### src/rtl/dghv_decrypt_if.sv
// Handshake bundle for dghv_decrypt: key load, ciphertext in, plaintext bit out.
interface dghv_decrypt_if #(
  parameter int lambda = 32,
  parameter int CW     = 66
);
  logic              key_valid;
  logic [lambda-1:0] p_key;
  logic              ct_valid;
  logic              ct_ready;
  logic [CW-1:0]     ct_in;
  logic              m_valid;
  logic              m_ready;
  logic              m_bit;
  logic [lambda-1:0] residue;
  logic              busy;

  modport master (
    output key_valid, p_key, ct_valid, ct_in, m_ready,
    input  ct_ready, m_valid, m_bit, residue, busy
  );

  modport slave (
    input  key_valid, p_key, ct_valid, ct_in, m_ready,
    output ct_ready, m_valid, m_bit, residue, busy
  );
endinterface

### src/rtl/dghv_decrypt.sv
// Bit-serial DGHV decryptor: residue = c mod p via restoring shift-subtract,
// one ciphertext bit per clock; plaintext bit is residue[0].
module dghv_decrypt #(
  parameter int lambda = 32,
  parameter int CW     = 66
) (
  input logic          clk,
  input logic          reset,
  dghv_decrypt_if.slave bus
);
  localparam int CNT_W = (CW > 1) ? $clog2(CW) : 1;

  typedef enum logic [1:0] {IDLE, RUN, DONE} state_e;

  state_e            state_q, state_d;
  logic [lambda-1:0] key_q, key_d;
  logic              key_loaded_q, key_loaded_d;
  logic [CW-1:0]     ct_q, ct_d;
  logic [lambda:0]   rem_q, rem_d;
  logic [CNT_W-1:0]  cnt_q, cnt_d;
  logic              ct_ready_q, ct_ready_d;
  logic              m_valid_q, m_valid_d;
  logic              busy_q, busy_d;
  logic [lambda:0]   trial;
  logic              accept;

  always_comb begin
    state_d      = state_q;
    key_d        = key_q;
    key_loaded_d = key_loaded_q;
    ct_d         = ct_q;
    rem_d        = rem_q;
    cnt_d        = cnt_q;
    trial        = {rem_q[lambda-1:0], ct_q[CW-1]};
    accept       = (state_q == IDLE) && ct_ready_q && bus.ct_valid;

    case (state_q)
      IDLE: begin
        // A ciphertext accepted on this edge takes priority over a key update.
        if (accept) begin
          ct_d    = bus.ct_in;
          rem_d   = '0;
          cnt_d   = CNT_W'(CW - 1);
          state_d = RUN;
        end else if (bus.key_valid && (bus.p_key != '0)) begin
          key_d        = bus.p_key;
          key_loaded_d = 1'b1;
        end
      end
      RUN: begin
        rem_d = (trial >= {1'b0, key_q}) ? (trial - {1'b0, key_q}) : trial;
        ct_d  = {ct_q[CW-2:0], 1'b0};
        cnt_d = cnt_q - CNT_W'(1);
        if (cnt_q == '0) begin
          state_d = DONE;
        end
      end
      DONE: begin
        if (bus.m_ready) begin
          state_d = IDLE;
        end
      end
      default: state_d = IDLE;
    endcase

    // Outputs are registered from the next-state view so they carry no input path.
    ct_ready_d = (state_d == IDLE) && key_loaded_d;
    m_valid_d  = (state_d == DONE);
    busy_d     = (state_d != IDLE);
  end

  always_ff @(posedge clk or posedge reset) begin
    if (reset) begin
      state_q      <= IDLE;
      key_q        <= '0;
      key_loaded_q <= 1'b0;
      ct_q         <= '0;
      rem_q        <= '0;
      cnt_q        <= '0;
      ct_ready_q   <= 1'b0;
      m_valid_q    <= 1'b0;
      busy_q       <= 1'b0;
    end else begin
      state_q      <= state_d;
      key_q        <= key_d;
      key_loaded_q <= key_loaded_d;
      ct_q         <= ct_d;
      rem_q        <= rem_d;
      cnt_q        <= cnt_d;
      ct_ready_q   <= ct_ready_d;
      m_valid_q    <= m_valid_d;
      busy_q       <= busy_d;
    end
  end

  assign bus.ct_ready = ct_ready_q;
  assign bus.m_valid  = m_valid_q;
  assign bus.busy     = busy_q;
  assign bus.m_bit    = rem_q[0];
  assign bus.residue  = rem_q[lambda-1:0];
endmodule

### src/flat_wrapper.sv
// flat-port wrapper written by rule: the top's interface ports become plain ports
module dghv_decrypt_flat 
#(
  parameter int lambda = 32,
  parameter int CW     = 66
)
  (clk, reset, bus_key_valid, bus_p_key, bus_ct_valid, bus_ct_in, bus_m_ready, bus_ct_ready, bus_m_valid, bus_m_bit, bus_residue, bus_busy);
  dghv_decrypt_if #(.lambda(lambda), .CW(CW)) bus_i ();
  input logic clk;
  input logic reset;
  input wire logic [$bits(bus_i.key_valid)-1:0] bus_key_valid;
  input wire logic [$bits(bus_i.p_key)-1:0] bus_p_key;
  input wire logic [$bits(bus_i.ct_valid)-1:0] bus_ct_valid;
  input wire logic [$bits(bus_i.ct_in)-1:0] bus_ct_in;
  input wire logic [$bits(bus_i.m_ready)-1:0] bus_m_ready;
  output wire logic [$bits(bus_i.ct_ready)-1:0] bus_ct_ready;
  output wire logic [$bits(bus_i.m_valid)-1:0] bus_m_valid;
  output wire logic [$bits(bus_i.m_bit)-1:0] bus_m_bit;
  output wire logic [$bits(bus_i.residue)-1:0] bus_residue;
  output wire logic [$bits(bus_i.busy)-1:0] bus_busy;
  assign bus_i.key_valid = bus_key_valid;
  assign bus_i.p_key = bus_p_key;
  assign bus_i.ct_valid = bus_ct_valid;
  assign bus_i.ct_in = bus_ct_in;
  assign bus_i.m_ready = bus_m_ready;
  assign bus_ct_ready = bus_i.ct_ready;
  assign bus_m_valid = bus_i.m_valid;
  assign bus_m_bit = bus_i.m_bit;
  assign bus_residue = bus_i.residue;
  assign bus_busy = bus_i.busy;
  dghv_decrypt #(.lambda(lambda), .CW(CW)) u_core (.clk(clk), .reset(reset), .bus(bus_i));
endmodule
### config.mk
export PLATFORM = sky130hd
export DESIGN_NAME = dghv_decrypt_flat
export DESIGN_NICKNAME = d
export VERILOG_FILES = /design/src/rtl/dghv_decrypt_if.sv /design/src/rtl/dghv_decrypt.sv /design/src/flat_wrapper.sv
export SDC_FILE = /design/constraint.sdc
export NUM_CORES = 1
export LEC_CHECK = 0
export BUFFER_PORTS_ARGS = -buffer_cell sky130_fd_sc_hd__buf_2
export CAP_MARGIN = 20
export CORE_MARGIN = 2
export CORE_UTILIZATION = 47
export DETAILED_ROUTE_END_ITERATION = 6
export PLACE_DENSITY = 0.71
export SETUP_SLACK_MARGIN = 0.3
export SLEW_MARGIN = 20
export SYNTH_ARGS = -nofsm -noshare
export SYNTH_HDL_FRONTEND = slang
export SYNTH_SLANG_ARGS = --single-unit
### constraint.sdc
create_clock -name clk -period 4.1 [get_ports clk]
set_input_delay 0.41 -clock clk [delete_from_list [all_inputs] [get_ports clk]]
set_output_delay 0.41 -clock clk [all_outputs]
set_load 0.02 [all_outputs]
Yosys cells after proc, flatten, opt, wreduce, memory -nomap -nowiden
Index checks and enable logic that the tools add are counted.
{ "totals": {"memories": 0, "latchBits": 0, "ff_bits": 143, "ram_bits": 0, "rom_bits": 0} }
{ "op_classes": {"n_eq_ne": 4, "mux": 14, "bitwise_logic": 1, "multipliers": 0, "n_shift": 0, "magnitude_cmp": 1, "reduce_logical": 12, "add_sub_neg": 2, "div_mod_pow": 0} }
{ "op_table": {"columns": ["cell", "count"], "rows": [
  ["66-bit one-hot mux with 2 select lines", 1],
  ["66-bit 2-to-1 mux", 1],
  ["32-bit 2-to-1 mux", 2],
  ["32-bit one-hot mux with 2 select lines", 1],
  ["33-bit by 32-bit greater-or-equal comparator with 1-bit output", 1],
  ["32-bit nonzero test", 1],
  ["32-bit subtractor", 1],
  ["7-bit one-hot mux with 2 select lines", 1],
  ["7-bit zero test", 1],
  ["7-bit 2-to-1 mux", 1],
  ["7-bit by 1-bit subtractor with 7-bit output, second input constant", 1],
  ["2-bit 2-to-1 mux", 3],
  ["2-bit one-hot mux with 3 select lines", 1],
  ["2-bit == test, second input constant", 2],
  ["1-bit logical AND", 4],
  ["2-bit zero test", 2],
  ["2-bit nonzero test", 2],
  ["1-bit 2-to-1 mux", 3],
  ["3-bit AND reduction", 1],
  ["2-bit by 1-bit == test with 1-bit output, second input constant", 1],
  ["2-bit by 1-bit inequality test with 1-bit output, second input constant", 1],
  ["2-bit AND reduction", 1],
  ["1-bit inverter", 1]
]} }

Depth between registers and ports, before layout
{ "depth": {"ltp_word": 7, "ltp_mapped": 13} }

Worst setup path after synthesis
No wires, ideal clock.
{ "synth_timing": {"path_kind": "register to register", "start": "register u_core.rem_q[0]", "end": "register u_core.rem_q[30]", "stages_incl_launch_ff": 11, "path_buffers": 0, "arrival_ns": 2.504, "setup_slack_ns": 1.477, "required_time_ns": 3.980, "setup_ns": 0.120, "cell_sequence": "dfrtp_1 > inv_1 > fa_1 > nand2b_1 > a21oi_2 > o31a_4 > a2111oi_4 > o41ai_2 > o221ai_2 > xnor2_1 > a31o_1"} }
{ "synth_via": {"elab_chain_len": 3} }
{ "synth_lines": {"columns": ["item", "line", "rtl"], "rows": [
  ["start, declared", "dghv_decrypt.sv:19", "logic [lambda:0] rem_q, rem_d;"],
  ["start signal, assigned", "dghv_decrypt.sv:88", "rem_q <= rem_d;"],
  ["32-bit subtractor / 33-bit by 32-bit greater-or-equal comparator with 1-bit output (equally long branches)", "dghv_decrypt.sv:51", "rem_d = (trial >= {1'b0, key_q}) ? (trial - {1'b0, key_q}) : trial;"],
  ["32-bit 2-to-1 mux *", "dghv_decrypt.sv:51", null],
  ["32-bit one-hot mux with 2 select lines *", "dghv_decrypt.sv:37", "case (state_q)"]
]} }
Mark *: on every way between the ends. The rest lies on a longest branch, timed or not.
A chain may end at the register's enable or synchronous reset.

Worst setup path in the final report
{ "layout_timing": {"start": "register u_core.rem_q[18]", "end": "register u_core.rem_q[13]"} }
{ "layout_via": {"elab_chain_len": 3} }
{ "layout_lines": {"columns": ["item", "line"], "rows": [
  ["33-bit by 32-bit greater-or-equal comparator with 1-bit output", "dghv_decrypt.sv:51"],
  ["32-bit 2-to-1 mux", "dghv_decrypt.sv:51"],
  ["32-bit one-hot mux with 2 select lines", "dghv_decrypt.sv:37"]
]} }
No other way between the ends.

==> summary.log <==
[grt] largest net degree at the start of global routing 74
[clock_tree] clock-pin slew reported for the worst setup and hold paths after clock tree synthesis 0.07 ns
[final_layout] footprint of the flip-flops and latches 3580 um2
[clock_tree] Skew-Pair Late Insertion Delay 0.43 ns
[floorplan] top-level port count 139
[timing] slew at the pin closest to its max-slew limit 0.898 ns
[clock_tree] quantity of gates resized following cts 0
[setup_path] critical path class reg2reg
[detailed_routing] drt total wl 19300 um
[yosys] Async SR Flop Fraction 100%
[place] final estimated routing congestion in global placement 0.903
[setup_path] largest stage delay on the critical path 0.57 ns
[clock_tree] clock tree from TritonCTS yes
[clock_tree] Max Root-Sink Buffers 2
[timing] total negative slack for setup checks 0 ns
[final_layout] most common cell after layout, fill and taps aside nand2_1
[yosys] Syn Nets 995
[grt] global-route wire length before repair 32600 um
[setup_path] Slowest cell on crit path o21ai_4
[final_layout] number of diodes added for antenna fixing 0
[setup_path] cell class contributing the biggest share of worst-path delay compound AO/OA/AOI/OAI gates
[timing] final worst clock skew 0.0126 ns
[clock_tree] count of hold-fix buffers inserted at cts 0
[clock_tree] post-CTS setup buffer count 0
[clock_tree] CTS sink cnt 143
[power] static leakage power 5.14 nW
[timing] Tcrit/Tclk final 74.5%
[yosys] distinct cell type count of the synthesized netlist 74
[detailed_routing] DRC violations left 0
[hold_path] worst hold path class in2async
[final_layout] synthesis-to-finish area growth 17.8%
[clock_tree] number of H-tree levels 4
[setup_path] type of element capturing the critical path flip-flop
[setup_path] critical path data arrival time 3.35 ns
[power] power per standard cell area 315 nW/um2
[grt] number of antenna violations at the first check in global routing 1
[final_layout] final cell utilization of the core 56.9%
[yosys] count of state elements after synthesis 143
[yosys] instance count of the mapped netlist 857
[floorplan] horizontal die dimension 135 um
[final_layout] share of post-route cells with drive strength above 1 24.3%
[floorplan] floorplan die height 135 um
[timing] number of hold violations in the final report 0
[final_layout] count of fill cells added during filler insertion 1545
[yosys] synthesized area 8070 um2
[timing] Slew Viols, Final 0
[detailed_routing] vias after detailed routing 6689
[timing] final setup fails 0
[setup_path] CP startpoint kind flip-flop
[final_layout] commonest non-fill, non-tap cells in the layout 190 x nand2_1, 143 x dfrtp_1, 138 x buf_2
[timing] max frequency 327 MHz
[detailed_routing] mean number of vias per cell 5.53
[yosys] count of yosys warnings during synthesis 0
[final_layout] Net count, final 1114
[final_layout] total area of multi-input combinational cells 4110 um2
[grt] global route overflow 0
[detailed_routing] 1st-pass router iterations 5
[clock_tree] CTS Buf Count 17
[floorplan] DIE AREA 18200 um2
[setup_path] Most common cell on crit path o21ai_1
[run_status] run status finished clean
[yosys] register area share after synthesis 44.3%
[floorplan] # rows 47
[floorplan] effective utilization at floorplan 48.3%
[setup_path] required time of the critical path 4.39 ns
[setup_path] number of buffers and inverters on the critical path 1
[yosys] top flip-flop cell by instance count after synthesis dfrtp_1
[clock_tree] buffer cell driving the clock tree root clkbuf_16
[detailed_routing] final antenna-violating net count 0
[run] max-cap violations 0
[place] HPWL reported at the end of detailed placement 13600 um
[detailed_routing] Routed WL per cell 15.9 um
[timing] headroom to the max-slew limit 40.0%
[timing] minimum clock period 3.06 ns
[grt] total global routing track utilization 22.4%
[yosys] Post-Synthesis Mean Instance Area 9.42 um2
[yosys] number of enable flip-flop cells after synthesis 0
[setup_path] maximum net fanout on the critical path 23
[grt] via count of the first global-routing pass 6614
[place] count of port buffers added during placement 138
[floorplan] Core Box Area 16700 um2
[power] worst voltage drop across the vdd grid 0.288 mV
[detailed_routing] Initial DRC Count 354
[setup_path] worst-path cell chain ha_1 -> nand3_2 -> nor3_1 -> nand3_1 -> a21oi_1 -> o21ai_1 -> o21ai_4 -> buf_12 -> mux2i_1 -> o21ai_1
[timing] RSZ-0062 raised after global routing false
cell families after synthesis:
logic type,synth area share [%]
and+or+nand+nor,15.9
AOI/OAI and AO/OA,18.2
DFF,44.3
buffers and inverters,5.21
muxes,7.94
adders and majority gates,5.52
xor gates and xnor gates,2.82
synth_stat cells, drive strengths merged, types with 3 or more instances:
| master | instances | area (um2) |
|---|---|---|
| nor2b | 3 | 18.8 |
| and2 | 3 | 18.8 |
| mux2i | 28 | 280 |
| a22oi | 66 | 495 |
| o211ai | 7 | 57.6 |
| ha | 34 | 425 |
| nand4 | 8 | 50.1 |
| xor2 | 9 | 78.8 |
| nor4 | 12 | 75.1 |
| dfrtp | 143 | 3580 |
| clkbuf | 36 | 155 |
| a31o | 6 | 52.6 |
| mux2 | 32 | 360 |
| and3 | 7 | 48.8 |
| nor3 | 10 | 55.1 |
| a31oi | 4 | 25.0 |
| buf | 13 | 108 |
| a21oi | 33 | 169 |
| nand3 | 15 | 80.1 |
| nand2 | 191 | 719 |
| nand2b | 6 | 37.5 |
| a21o | 12 | 91.3 |
| o21ai | 48 | 240 |
| nor2 | 27 | 101 |
| a211oi | 5 | 42.5 |
| o41ai | 5 | 58.8 |
| inv | 42 | 158 |
| xnor2 | 17 | 149 |
state kept, by name, indices dropped and copies added (netlist names):
name	count
u_core.bus.ct_ready	1
u_core.key_q	32
u_core.ct_q	66
u_core.bus.busy	1
u_core.bus.m_valid	1
u_core.cnt_q	7
u_core.state_q	2
u_core.key_loaded_q	1
u_core.rem_q	32
stage by stage:
| stage | std cells | hold slack, ns | power, mW | worst slack, ns | area (um2) |
|---|---|---|---|---|---|
| 2_1_floorplan | 857 | 0.423 | 1.46 | 1.48 | 8070 |
| 3_3_place_gp | 1177 | 0.443 | 1.53 | 1.13 | 8930 |
| 3_5_place_dp | 1177 | 0.453 | 1.53 | 1.06 | 8930 |
| 4_1_cts | 1209 | 0.169 | 3.04 | 1.05 | 9500 |
| 5_1_grt | 1209 | 0.181 | 3.11 | 0.734 | 9500 |
| 6_report | 1209 | 0.162 | 3.00 | 1.04 | 9500 |
report_power, final:
group	leakage, nW	internal (mW)	switching [mW]
sequential	1.98	1.41	0
combinational	2.89	0.0391	0.0483
clock	0.276	0.861	0.636
total	5.14	2.31	0.685
routing by layer:
metal | vias to the layer above | track usage [%] | share of wire (%)
li1 | 3272 | - | -
met1 | 3241 | 28.7 | 44
met2 | 146 | 37.1 | 49
met3 | 28 | 5.89 | 5.6
met4 | 2 | 7.06 | 1.6
met5 | - | 0 | 0.062
final cells by class:
type,count,area share [%]
Clock buffer,19,4.66
Clock inverter,13,1.32
Inverter,42,1.70
Multi-Input combinational cell,623,43.2
Sequential cell,143,37.7
Tap cell,220,2.90
Timing Repair Buffer,149,8.53
final timing paths:
check / from / endpoint / slack [ns] / cells past startpoint
max: u_core.rem_q[18]$_DFFE_PP0P_ / u_core.rem_q[13]$_DFFE_PP0P_ / 1.04 / 10
min: reset / u_core.ct_q[43]$_DFFE_PP0P_ / 0.16 / 2
max reg2reg: u_core.rem_q[18]$_DFFE_PP0P_ / u_core.rem_q[13]$_DFFE_PP0P_ / 1.04 / 10
min reg2reg: u_core.cnt_q[6]$_DFFE_PP0P_ / u_core.cnt_q[6]$_DFFE_PP0P_ / 0.47 / 1
max in group asynchronous: reset / u_core.ct_q[30]$_DFFE_PP0P_ / 2.96 / 3
min in group clk: bus_ct_in[0] / u_core.ct_q[0]$_DFFE_PP0P_ / 0.18 / 3
(Power assumes the default switching activity.)
